[src/rtl/lsu_timeout_if.sv]
// Memory-controller channel between an LSU and the memory arbiter.
// One valid/ready read path and one valid/ready write path.
interface lsu_timeout_if #(
    parameter int ADDR_BITS = 8,
    parameter int DATA_BITS = 8
);
    logic                 mem_read_valid;
    logic [ADDR_BITS-1:0] mem_read_address;
    logic                 mem_read_ready;
    logic [DATA_BITS-1:0] mem_read_data;
    logic                 mem_write_valid;
    logic [ADDR_BITS-1:0] mem_write_address;
    logic [DATA_BITS-1:0] mem_write_data;
    logic                 mem_write_ready;

    modport master (
        output mem_read_valid,
        output mem_read_address,
        input  mem_read_ready,
        input  mem_read_data,
        output mem_write_valid,
        output mem_write_address,
        output mem_write_data,
        input  mem_write_ready
    );

    modport slave (
        input  mem_read_valid,
        input  mem_read_address,
        output mem_read_ready,
        output mem_read_data,
        input  mem_write_valid,
        input  mem_write_address,
        input  mem_write_data,
        output mem_write_ready
    );
endinterface

[src/rtl/lsu_timeout.sv]
// Per-thread load/store unit with a watchdog on the memory channel.
// Tracks the scheduler state and reports IDLE/REQUESTING/WAITING/DONE.
module lsu_timeout #(
    parameter int ADDR_BITS      = 8,
    parameter int DATA_BITS      = 8,
    parameter int TIMEOUT_CYCLES = 64
) (
    input  logic                 clk,
    input  logic                 reset,
    input  logic                 enable,
    input  logic [3:0]           core_state,
    input  logic                 decoded_mem_read_enable,
    input  logic                 decoded_mem_write_enable,
    input  logic [DATA_BITS-1:0] rs,
    input  logic [DATA_BITS-1:0] rt,
    lsu_timeout_if.master        mem,
    output logic [1:0]           lsu_state,
    output logic [DATA_BITS-1:0] lsu_out,
    output logic                 lsu_error
);
    localparam logic [3:0] REQUEST = 4'b0100;
    localparam logic [3:0] UPDATE  = 4'b0111;

    // Counter is kept at least one bit wide so a disabled watchdog still elaborates.
    localparam int CW = (TIMEOUT_CYCLES > 0) ? $clog2(TIMEOUT_CYCLES + 1) : 1;
    localparam int LAST_I = (TIMEOUT_CYCLES > 0) ? TIMEOUT_CYCLES - 1 : 0;
    localparam logic [CW-1:0] LAST = CW'(LAST_I);

    typedef enum logic [1:0] {
        IDLE       = 2'b00,
        REQUESTING = 2'b01,
        WAITING    = 2'b10,
        DONE       = 2'b11
    } state_t;

    state_t        state;
    logic [CW-1:0] cnt;
    logic          is_read;
    logic          hit;
    logic          expire;

    assign lsu_state = state;
    assign hit       = is_read ? mem.mem_read_ready : mem.mem_write_ready;
    assign expire    = (TIMEOUT_CYCLES != 0) && (cnt == LAST);

    always_ff @(posedge clk) begin
        if (!reset) begin
            state                 <= IDLE;
            cnt                   <= '0;
            is_read               <= 1'b0;
            mem.mem_read_valid    <= 1'b0;
            mem.mem_read_address  <= '0;
            mem.mem_write_valid   <= 1'b0;
            mem.mem_write_address <= '0;
            mem.mem_write_data    <= '0;
            lsu_out               <= '0;
            lsu_error             <= 1'b0;
        end else begin
            unique case (state)
                IDLE: begin
                    if (enable && core_state == REQUEST &&
                        (decoded_mem_read_enable || decoded_mem_write_enable)) begin
                        is_read   <= decoded_mem_read_enable;
                        lsu_error <= 1'b0;
                        state     <= REQUESTING;
                    end
                end
                REQUESTING: begin
                    if (is_read) begin
                        mem.mem_read_valid   <= 1'b1;
                        mem.mem_read_address <= rs[ADDR_BITS-1:0];
                    end else begin
                        mem.mem_write_valid   <= 1'b1;
                        mem.mem_write_address <= rs[ADDR_BITS-1:0];
                        mem.mem_write_data    <= rt;
                    end
                    cnt   <= '0;
                    state <= WAITING;
                end
                WAITING: begin
                    // A response on the final cycle beats the watchdog.
                    if (hit) begin
                        if (is_read) begin
                            lsu_out            <= mem.mem_read_data;
                            mem.mem_read_valid <= 1'b0;
                        end else begin
                            mem.mem_write_valid <= 1'b0;
                        end
                        state <= DONE;
                    end else if (expire) begin
                        mem.mem_read_valid  <= 1'b0;
                        mem.mem_write_valid <= 1'b0;
                        lsu_error           <= 1'b1;
                        if (is_read) lsu_out <= '0;
                        state <= DONE;
                    end else if (cnt != '1) begin
                        cnt <= cnt + CW'(1);
                    end
                end
                DONE: begin
                    if (core_state == UPDATE) state <= IDLE;
                end
                default: state <= IDLE;
            endcase
        end
    end
endmodule

[src/flat_wrapper.sv]
// flat-port wrapper written by rule: the top's interface ports become plain ports
module lsu_timeout_flat 
#(
    parameter int ADDR_BITS      = 8,
    parameter int DATA_BITS      = 8,
    parameter int TIMEOUT_CYCLES = 64
)
  (clk, reset, enable, core_state, decoded_mem_read_enable, decoded_mem_write_enable, rs, rt, lsu_state, lsu_out, lsu_error, mem_mem_read_valid, mem_mem_read_address, mem_mem_read_ready, mem_mem_read_data, mem_mem_write_valid, mem_mem_write_address, mem_mem_write_data, mem_mem_write_ready);
  lsu_timeout_if #(.ADDR_BITS(ADDR_BITS), .DATA_BITS(DATA_BITS)) mem_i ();
  input  logic clk;
  input  logic reset;
  input  logic enable;
  input  logic [3:0] core_state;
  input  logic decoded_mem_read_enable;
  input  logic decoded_mem_write_enable;
  input  logic [DATA_BITS-1:0] rs;
  input  logic [DATA_BITS-1:0] rt;
  output logic [1:0] lsu_state;
  output logic [DATA_BITS-1:0] lsu_out;
  output logic lsu_error;
  output wire logic [$bits(mem_i.mem_read_valid)-1:0] mem_mem_read_valid;
  output wire logic [$bits(mem_i.mem_read_address)-1:0] mem_mem_read_address;
  input wire logic [$bits(mem_i.mem_read_ready)-1:0] mem_mem_read_ready;
  input wire logic [$bits(mem_i.mem_read_data)-1:0] mem_mem_read_data;
  output wire logic [$bits(mem_i.mem_write_valid)-1:0] mem_mem_write_valid;
  output wire logic [$bits(mem_i.mem_write_address)-1:0] mem_mem_write_address;
  output wire logic [$bits(mem_i.mem_write_data)-1:0] mem_mem_write_data;
  input wire logic [$bits(mem_i.mem_write_ready)-1:0] mem_mem_write_ready;
  assign mem_mem_read_valid = mem_i.mem_read_valid;
  assign mem_mem_read_address = mem_i.mem_read_address;
  assign mem_i.mem_read_ready = mem_mem_read_ready;
  assign mem_i.mem_read_data = mem_mem_read_data;
  assign mem_mem_write_valid = mem_i.mem_write_valid;
  assign mem_mem_write_address = mem_i.mem_write_address;
  assign mem_mem_write_data = mem_i.mem_write_data;
  assign mem_i.mem_write_ready = mem_mem_write_ready;
  lsu_timeout #(.ADDR_BITS(ADDR_BITS), .DATA_BITS(DATA_BITS), .TIMEOUT_CYCLES(TIMEOUT_CYCLES)) u_core (.clk(clk), .reset(reset), .enable(enable), .core_state(core_state), .decoded_mem_read_enable(decoded_mem_read_enable), .decoded_mem_write_enable(decoded_mem_write_enable), .rs(rs), .rt(rt), .mem(mem_i), .lsu_state(lsu_state), .lsu_out(lsu_out), .lsu_error(lsu_error));
endmodule
[config.mk]
export PLATFORM = sky130hd
export DESIGN_NAME = lsu_timeout_flat
export DESIGN_NICKNAME = d
export VERILOG_FILES = /design/src/rtl/lsu_timeout_if.sv /design/src/rtl/lsu_timeout.sv /design/src/flat_wrapper.sv
export SDC_FILE = /design/constraint.sdc
export NUM_CORES = 1
export LEC_CHECK = 0
export ABC_AREA = 1
export CAP_MARGIN = 20
export CORE_UTILIZATION = 40
export DETAILED_ROUTE_END_ITERATION = 10
export PLACE_DENSITY = 0.76
export SLEW_MARGIN = 25
export SYNTH_ARGS = -nofsm -noshare
export SYNTH_HDL_FRONTEND = slang
export SYNTH_SLANG_ARGS = --single-unit
[constraint.sdc]
create_clock -name clk -period 1.3 [get_ports clk]
set_input_delay 0.325 -clock clk [delete_from_list [all_inputs] [get_ports clk]]
set_output_delay 0.325 -clock clk [all_outputs]
set_load 0.02 [all_outputs]
==> results.md, run 1 <==
* Clock sinks at 45
* Critical path capture point type: flop
* Crit path kind: reg -> reg
* CTS Hold Bufs at 0
* WHS Endpoint: u_core.mem.mem_read_valid
* Post-synthesis sequential area ratio at 0.456
* Count leader, synth: nor2_1
* Slowest CP cell: dfxtp_2
* Hold Startpoint: u_core.mem.mem_read_valid
* Status: complete, but fails checks
* Synthesized netlist cell count at 271
* Largest family of logic cells by synthesized area: simple AND/OR/NAND/NOR gates
* Largest net degree at the start of global routing at 33
* Metal3 WL at 227 um
* Mapped Nets at 311
* DR top layer: met4
* Die X at 72.3 um
* Vias in the first global route at 1942
* WHS at 0.449 ns
* Area share of fa/ha/maj cells after synthesis at 0.0317
* DR WL/cell at 13.1 um
* Clock buffer depth at 2
* Synth Area in Simple Gates at 0.300
* CTS buffer count at 5
* Async set or reset register ratio after synthesis at 0
* Global-route usage over all layers at 0.209
* Syn. warnings at 0
* Number of diodes at 0
* Top cells by count, synth: nor2_1 (72), dfxtp_1 (45), nand2_1 (36)
* Post-synthesis mux area share at 0
* RSZ-0062 raised after global routing: yes
* Clock transition at path regs at 0.09 ns
* DR DRC count at 1
* Vias at 2110
* I/O Pins at 72
* Initial Utilization at 0.418
* FF-to-FF Start: u_core.cnt[0]
* Initial antenna violation count at 0
* Clock tree root buffer cell: clkbuf_8
* Fraction of layout cells with a size suffix above 1 at 0.300
* Post-DR vias/cell at 4.86
* Starting DRT DRC Count at 133
* Netlist cell types at 22
* Most frequent cell on the critical path: nand2_4
* Violated checks: design-rule violations, negative setup slack
* Post-synth EDFFs at 0
* Fin nets at 406
* Total routed wirelength at 5690 um
* FF-to-FF setup slack at -0.07 ns
* P_leak at 1.30 nW
* DP HPWL at 3700 um
* Critical path arrival at 1.59 ns
* Final Setup Violations at 13
* Final WS setup at -0.0653 ns
* Synth area leaders: dfxtp_1 (46%), nor2_1 (14%), o21ai_0 (7.4%)
* Gr ovfl total at 0
* Synth Flop Type: dfxtp_1
* Router iterations before antenna repair at 7
* Clk_skew at 0.00660 ns
* Final ANT Viol Nets at 0
* HP Class: reg -> reg
* Startpoint type of the worst setup path: flop
* Relative slew margins at 0.667
* Hold path depth at 2
* Compound-Gate Fraction of Synth Area at 0.141
* Actual slew at the worst max-slew pin at 0.498 ns
* Area leader, netlist: dfxtp_1
* Design area at 3120 um2
* Critical path required time at 1.53 ns
* Synth top area share at 0.456
* Row Count at 25
* Max Fanout on Critical Path at 6
* Clk_lat worst skew at 0.30 ns
* WL met2 at 2970 um
* Final Critical Period at 1.37 ns
* Max Cap Viol at 0
* Avg Inst Size Synth at 7.29 um2
* Max-slew violations at 0
* RR Endpoint: u_core.cnt[1]
* Largest stage delay on the critical path at 0.36 ns
* FMAX at 732 MHz
* Placed inst area at 2910 um2
* Die area at 5220 um2
* CP Cell Sequence: ha_4 -> nand3_4 -> inv_2 -> nand2_4 -> nand2_8 -> nand2_4 -> nand2_4 -> nand2_2 -> a21oi_2
* Worst r2r path cells at 9
* Final hold vios at 0
* Die Span Y at 72.3 um
* VDD IR max at 1.49 mV
* Routability Congestion at 0.832
* Synth-to-layout area growth at 58.2%
* H-tree depth at 2
* First-pass GRT wire length at 8530 um
* Port Buffers at 71
* Post-Syn Area at 1970 um2
* Synth Area in XOR/XNOR at 0.00444
* Pwr dens at 1640 nW/um2
* CTS tree: built
* Yosys reg bits at 45
* DRT met1 WL at 2400 um
* Final period utilization at 1.05
* Core area at 4720 um2
-- what timing repair did --
| item | CTS | global route |
|---|---|---|
| buffers inserted | 4 | 2 |
| pin swaps | 5 | 7 |
| gates cloned | 1 | 0 |
| hold endpoints to repair | 0 | 0 |
| setup endpoints to repair | 75 | 75 |
| resized for setup | 82 | 68 |
-- how the worst max path moves through the flow --
stage / startpoint / to / slack [ns] / depth (start not counted)
global placement: mem_mem_read_ready / u_core.cnt[1] / -0.27 / 8
global route: u_core.lsu_state[0] / u_core.mem.mem_write_valid / -0.16 / 8
CTS: u_core.lsu_state[0] / u_core.cnt[1] / -0.02 / 7
detailed placement: mem_mem_write_ready / u_core.cnt[1] / -0.33 / 6
floorplan: u_core.lsu_state[1] / u_core.mem.mem_write_address[0] / 0.004 / 7
finish: u_core.cnt[0] / u_core.cnt[1] / -0.07 / 9
-- metrics by stage --
stage / worst slack, ns / TNS, ns / util / power, mW / std cells
final: -0.0653 / -0.507 / 0.661 / 5.14 / 434
after global routing: -0.163 / -1.75 / 0.661 / 5.45 / 434
after CTS: -0.0248 / -0.169 / 0.661 / 5.03 / 432
after detailed placement: -0.326 / -7.42 / 0.616 / 3.91 / 419
after global placement: -0.268 / -6.48 / 0.616 / 3.88 / 419
after floorplan: 0.00403 / 0 / - / 3.01 / 271
-- registers in the layout, indices dropped and copies added (netlist names), 2 cells and up --
register                      count
u_core.lsu_out                    8
u_core.mem.mem_write_address      8
u_core.mem.mem_read_address       8
u_core.mem.mem_write_data         8
u_core.cnt                        7
u_core.lsu_state                  2
-- final cells by class --
cell class,instances,area [um2]
repair buffers,95,779
clock buffers,6,72.6
flip-flops and latches,45,912
inverters,26,104
multi-input cells,193,1140
fillers,373,1600
well taps,67,83.8
clock inverters,2,35.0
-- cell families (layout without fill, tap and decap cells) --
family / Yosys count / in the layout
and+or+nand+nor: 136 / 137
AOI/OAI and AO/OA: 50 / 50
DFF: 45 / 45
buffers and inverters: 34 / 129
adders and majority gates: 5 / 5
xor gates and xnor gates: 1 / 1
-- where the power goes --
group	internal, mW	switching (mW)	total, mW
Clock	0.571	0.479	1.05
Sequential	1.62	0.147	1.77
Combinational	0.987	1.33	2.32
Total	3.18	1.96	5.14
-- metal layers --
layer / global-route usage / vias to the layer above
li1: - / 1066
met1: 0.248 / 964
met2: 0.364 / 68
met3: 0.0389 / 12
met4: 0.0980 / 0
met5: 0 / -
-- critical path, delay by kind of cell (launching register included) --
kind	cells	cell delay, ns
simple gates	6	0.56
flops	1	0.36
fa+ha+maj	1	0.16
compound gates	1	0.11
buf+inv	1	0.09
-- cell usage in the layout (no fill, tap or decap), types with 2 or more instances in the layout --
cell	n
clkdlybuf4s50_1	34
nand4_1	5
ha_4	3
nand2_2	5
nand2_8	2
inv_2	5
dfxtp_1	40
buf_2	2
a21oi_1	9
a22oi_2	7
clkdlybuf4s15_1	7
nor2_1	67
o21ai_0	27
inv_1	19
a21oi_2	2
nand3_1	13
dfxtp_4	2
clkbuf_8	5
nand2_1	30
nor2_4	4
nand2_4	4
nor2_2	4
buf_4	21
clkbuf_2	26
buf_12	2
dfxtp_2	3
Note: power is estimated with default switching activity, not from simulation.
==> inputs of run 2 (changes only) <==
--- a/config.mk
+++ b/config.mk
@@ -8,6 +8,8 @@
 export ABC_AREA = 1
 export CAP_MARGIN = 20
 export CORE_UTILIZATION = 40
+export CTS_BUF_LIST = sky130_fd_sc_hd__clkbuf_4 sky130_fd_sc_hd__clkbuf_8 sky130_fd_sc_hd__clkbuf_16
+export CTS_CLUSTER_SIZE = 20
 export DETAILED_ROUTE_END_ITERATION = 10
 export PLACE_DENSITY = 0.76
 export SLEW_MARGIN = 25
==> run 2 against run 1 <==
Net effect: core utilization grew 1.3 points; critical path depth is the same; hold slack gained 0.012 ns; global-route usage is the same; final area grew 2.0%; combinational power grew 6%; first-iteration DRC count shrank 11%; flip-flop and latch count is the same; clock power is essentially flat; final cell count grew 0.46%; the flow finishes with violations (negative setup slack); register-to-register slack is essentially flat; via count grew 0.95%.
==> results.md, run 2 (synthesized netlist as in run 1, its figures left out) <==
* RR Endpoint: u_core.cnt[1]
* Number of diodes at 0
* Violated checks: negative setup slack
* Critical path required time at 1.53 ns
* Row Count at 25
* Gr ovfl total at 0
* Port Buffers at 71
* First-pass GRT wire length at 8530 um
* WHS at 0.461 ns
* Vias at 2130
* Clock buffer depth at 2
* Setup_tns at -0.608 ns
* Core area at 4720 um2
* Worst r2r path cells at 9
* Clock tree root buffer cell: clkbuf_8
* Post-DR vias/cell at 4.89
* Initial antenna violation count at 0
* Design area at 3190 um2
* Largest net degree at the start of global routing at 33
* Vias in the first global route at 1942
* Crit path kind: reg -> reg
* Clock sinks at 45
* Crit path capture: u_core.cnt[1]
* Sw Ratio at 0.385
* FF-to-FF Start: u_core.cnt[0]
* HP Class: reg -> reg
* Fill count at 370
* VDD IR max at 1.46 mV
* Final period utilization at 1.06
* CTS buffer count at 5
* Die Span Y at 72.3 um
* Router iterations before antenna repair at 4
* Fin nets at 408
* Final hold vios at 0
* Starting DRT DRC Count at 119
* Die X at 72.3 um
* Status: complete, but fails checks
* H-tree depth at 2
* Final Critical Period at 1.37 ns
* DP HPWL at 3700 um
* Final ANT Viol Nets at 0
* Routability Congestion at 0.832
* Clk_skew at 0.00776 ns
* Global-route usage over all layers at 0.209
* DR WL/cell at 13.5 um
* Critical path capture point type: flop
* Internal power at 3.27 mW
* Relative slew margins at 0.673
* Critical path arrival at 1.61 ns
* DR DRC count at 0
* Initial Utilization at 0.418
* Clock power share at 0.203
* Clk_lat worst skew at 0.30 ns
* RSZ-0062 raised after global routing: yes
* Final Setup Violations at 17
* Pwr Total at 5.31 mW
* Placed inst area at 2910 um2
* Actual slew at the worst max-slew pin at 0.490 ns
* Final WS setup at -0.0734 ns
* Core Util, Final at 0.675
* Max-slew violations at 0
* Total routed wirelength at 5890 um
* Comb pwr share at 0.463
* Hold Startpoint: u_core.mem.mem_write_valid
* Synth-to-layout area growth at 61.4%
* FMAX at 728 MHz
* Fraction of layout cells with a size suffix above 1 at 0.328
* Share of power burned in registers at 0.333
* Startpoint type of the worst setup path: flop
* Commonest cells after routing, fill and taps aside: nor2_1 (66), dfxtp_1 (40), clkdlybuf4s50_1 (33), nand2_1 (29), clkbuf_2 (27)
* Max Cap Viol at 0
* CTS tree: built
* Clock transition at path regs at 0.08 ns
* Net Sw Power at 2.04 mW
* Die area at 5220 um2
* FF-to-FF setup slack at -0.07 ns
* Pwr dens at 1670 nW/um2
* P_leak at 1.33 nW
* Most common cell after layout, fill and taps aside: nor2_1
* Max Fanout on Critical Path at 6
* I/O Pins at 72
* Crit path from: u_core.cnt[0]
-- run 2: power by group through the flow --
stage	registers [mW]	logic (mW)	clock network (mW)
6_report	1.77	2.46	1.08
5_1_grt	1.80	2.67	1.15
4_1_cts	1.76	2.20	1.09
3_5_place_dp	1.78	2.13	0
3_3_place_gp	1.77	2.11	0
2_1_floorplan	2.03	0.976	0
-- run 2: per-stage QoR --
| step | setup WS, ns | instances |
|---|---|---|
| after floorplan | 0.00403 | 271 |
| after global placement | -0.268 | 419 |
| after detailed placement | -0.326 | 419 |
| after CTS | -0.0250 | 432 |
| after global routing | -0.140 | 436 |
| final | -0.0734 | 436 |
-- run 2: critical path: stages (launching register included) --
cell,delay (ns)
dfxtp_2,0.36
ha_4,0.16
nand3_4,0.11
inv_2,0.09
nand2_4,0.09
nand2_8,0.10
nand2_4,0.08
nand2_4,0.12
nand2_2,0.06
a21oi_2,0.11
-- run 2: what timing repair did --
| item | CTS | global route |
|---|---|---|
| setup buffers | 4 | 4 |
| resized for setup | 82 | 82 |
| endpoints found under the setup margin | 75 | 75 |
| pin swaps | 5 | 12 |
| hold buffers | 0 | 0 |
| cloned | 1 | 0 |
-- run 2: worst min-delay path by stage --
stage                                      end  slack, ns  cells after the start
floorplan                        u_core.cnt[6]       0.45                      2
global placement     u_core.mem.mem_read_valid       0.43                      2
detailed placement   u_core.mem.mem_read_valid       0.44                      2
CTS                           u_core.lsu_error       0.45                      2
global route        u_core.mem.mem_write_valid       0.47                      2
finish              u_core.mem.mem_write_valid       0.46                      2
-- run 2: metal layers --
metal | routed length [um] | global-route usage
met3 | 227 | 0.0389
met1 | 2400 | 0.248
met2 | 3120 | 0.364
met4 | 142 | 0.0980
met5 | 0 | 0
-- run 2: area by class of cell --
class / instances / area (um2) / share of cell area
clock buffers: 6 / 76.3 / 0.0239
clock inverters: 2 / 35.0 / 0.0110
inverters: 26 / 104 / 0.0326
multi-input cells: 193 / 1180 / 0.370
flip-flops and latches: 45 / 912 / 0.286
well taps: 67 / 83.8 / 0.0263
repair buffers: 97 / 796 / 0.250
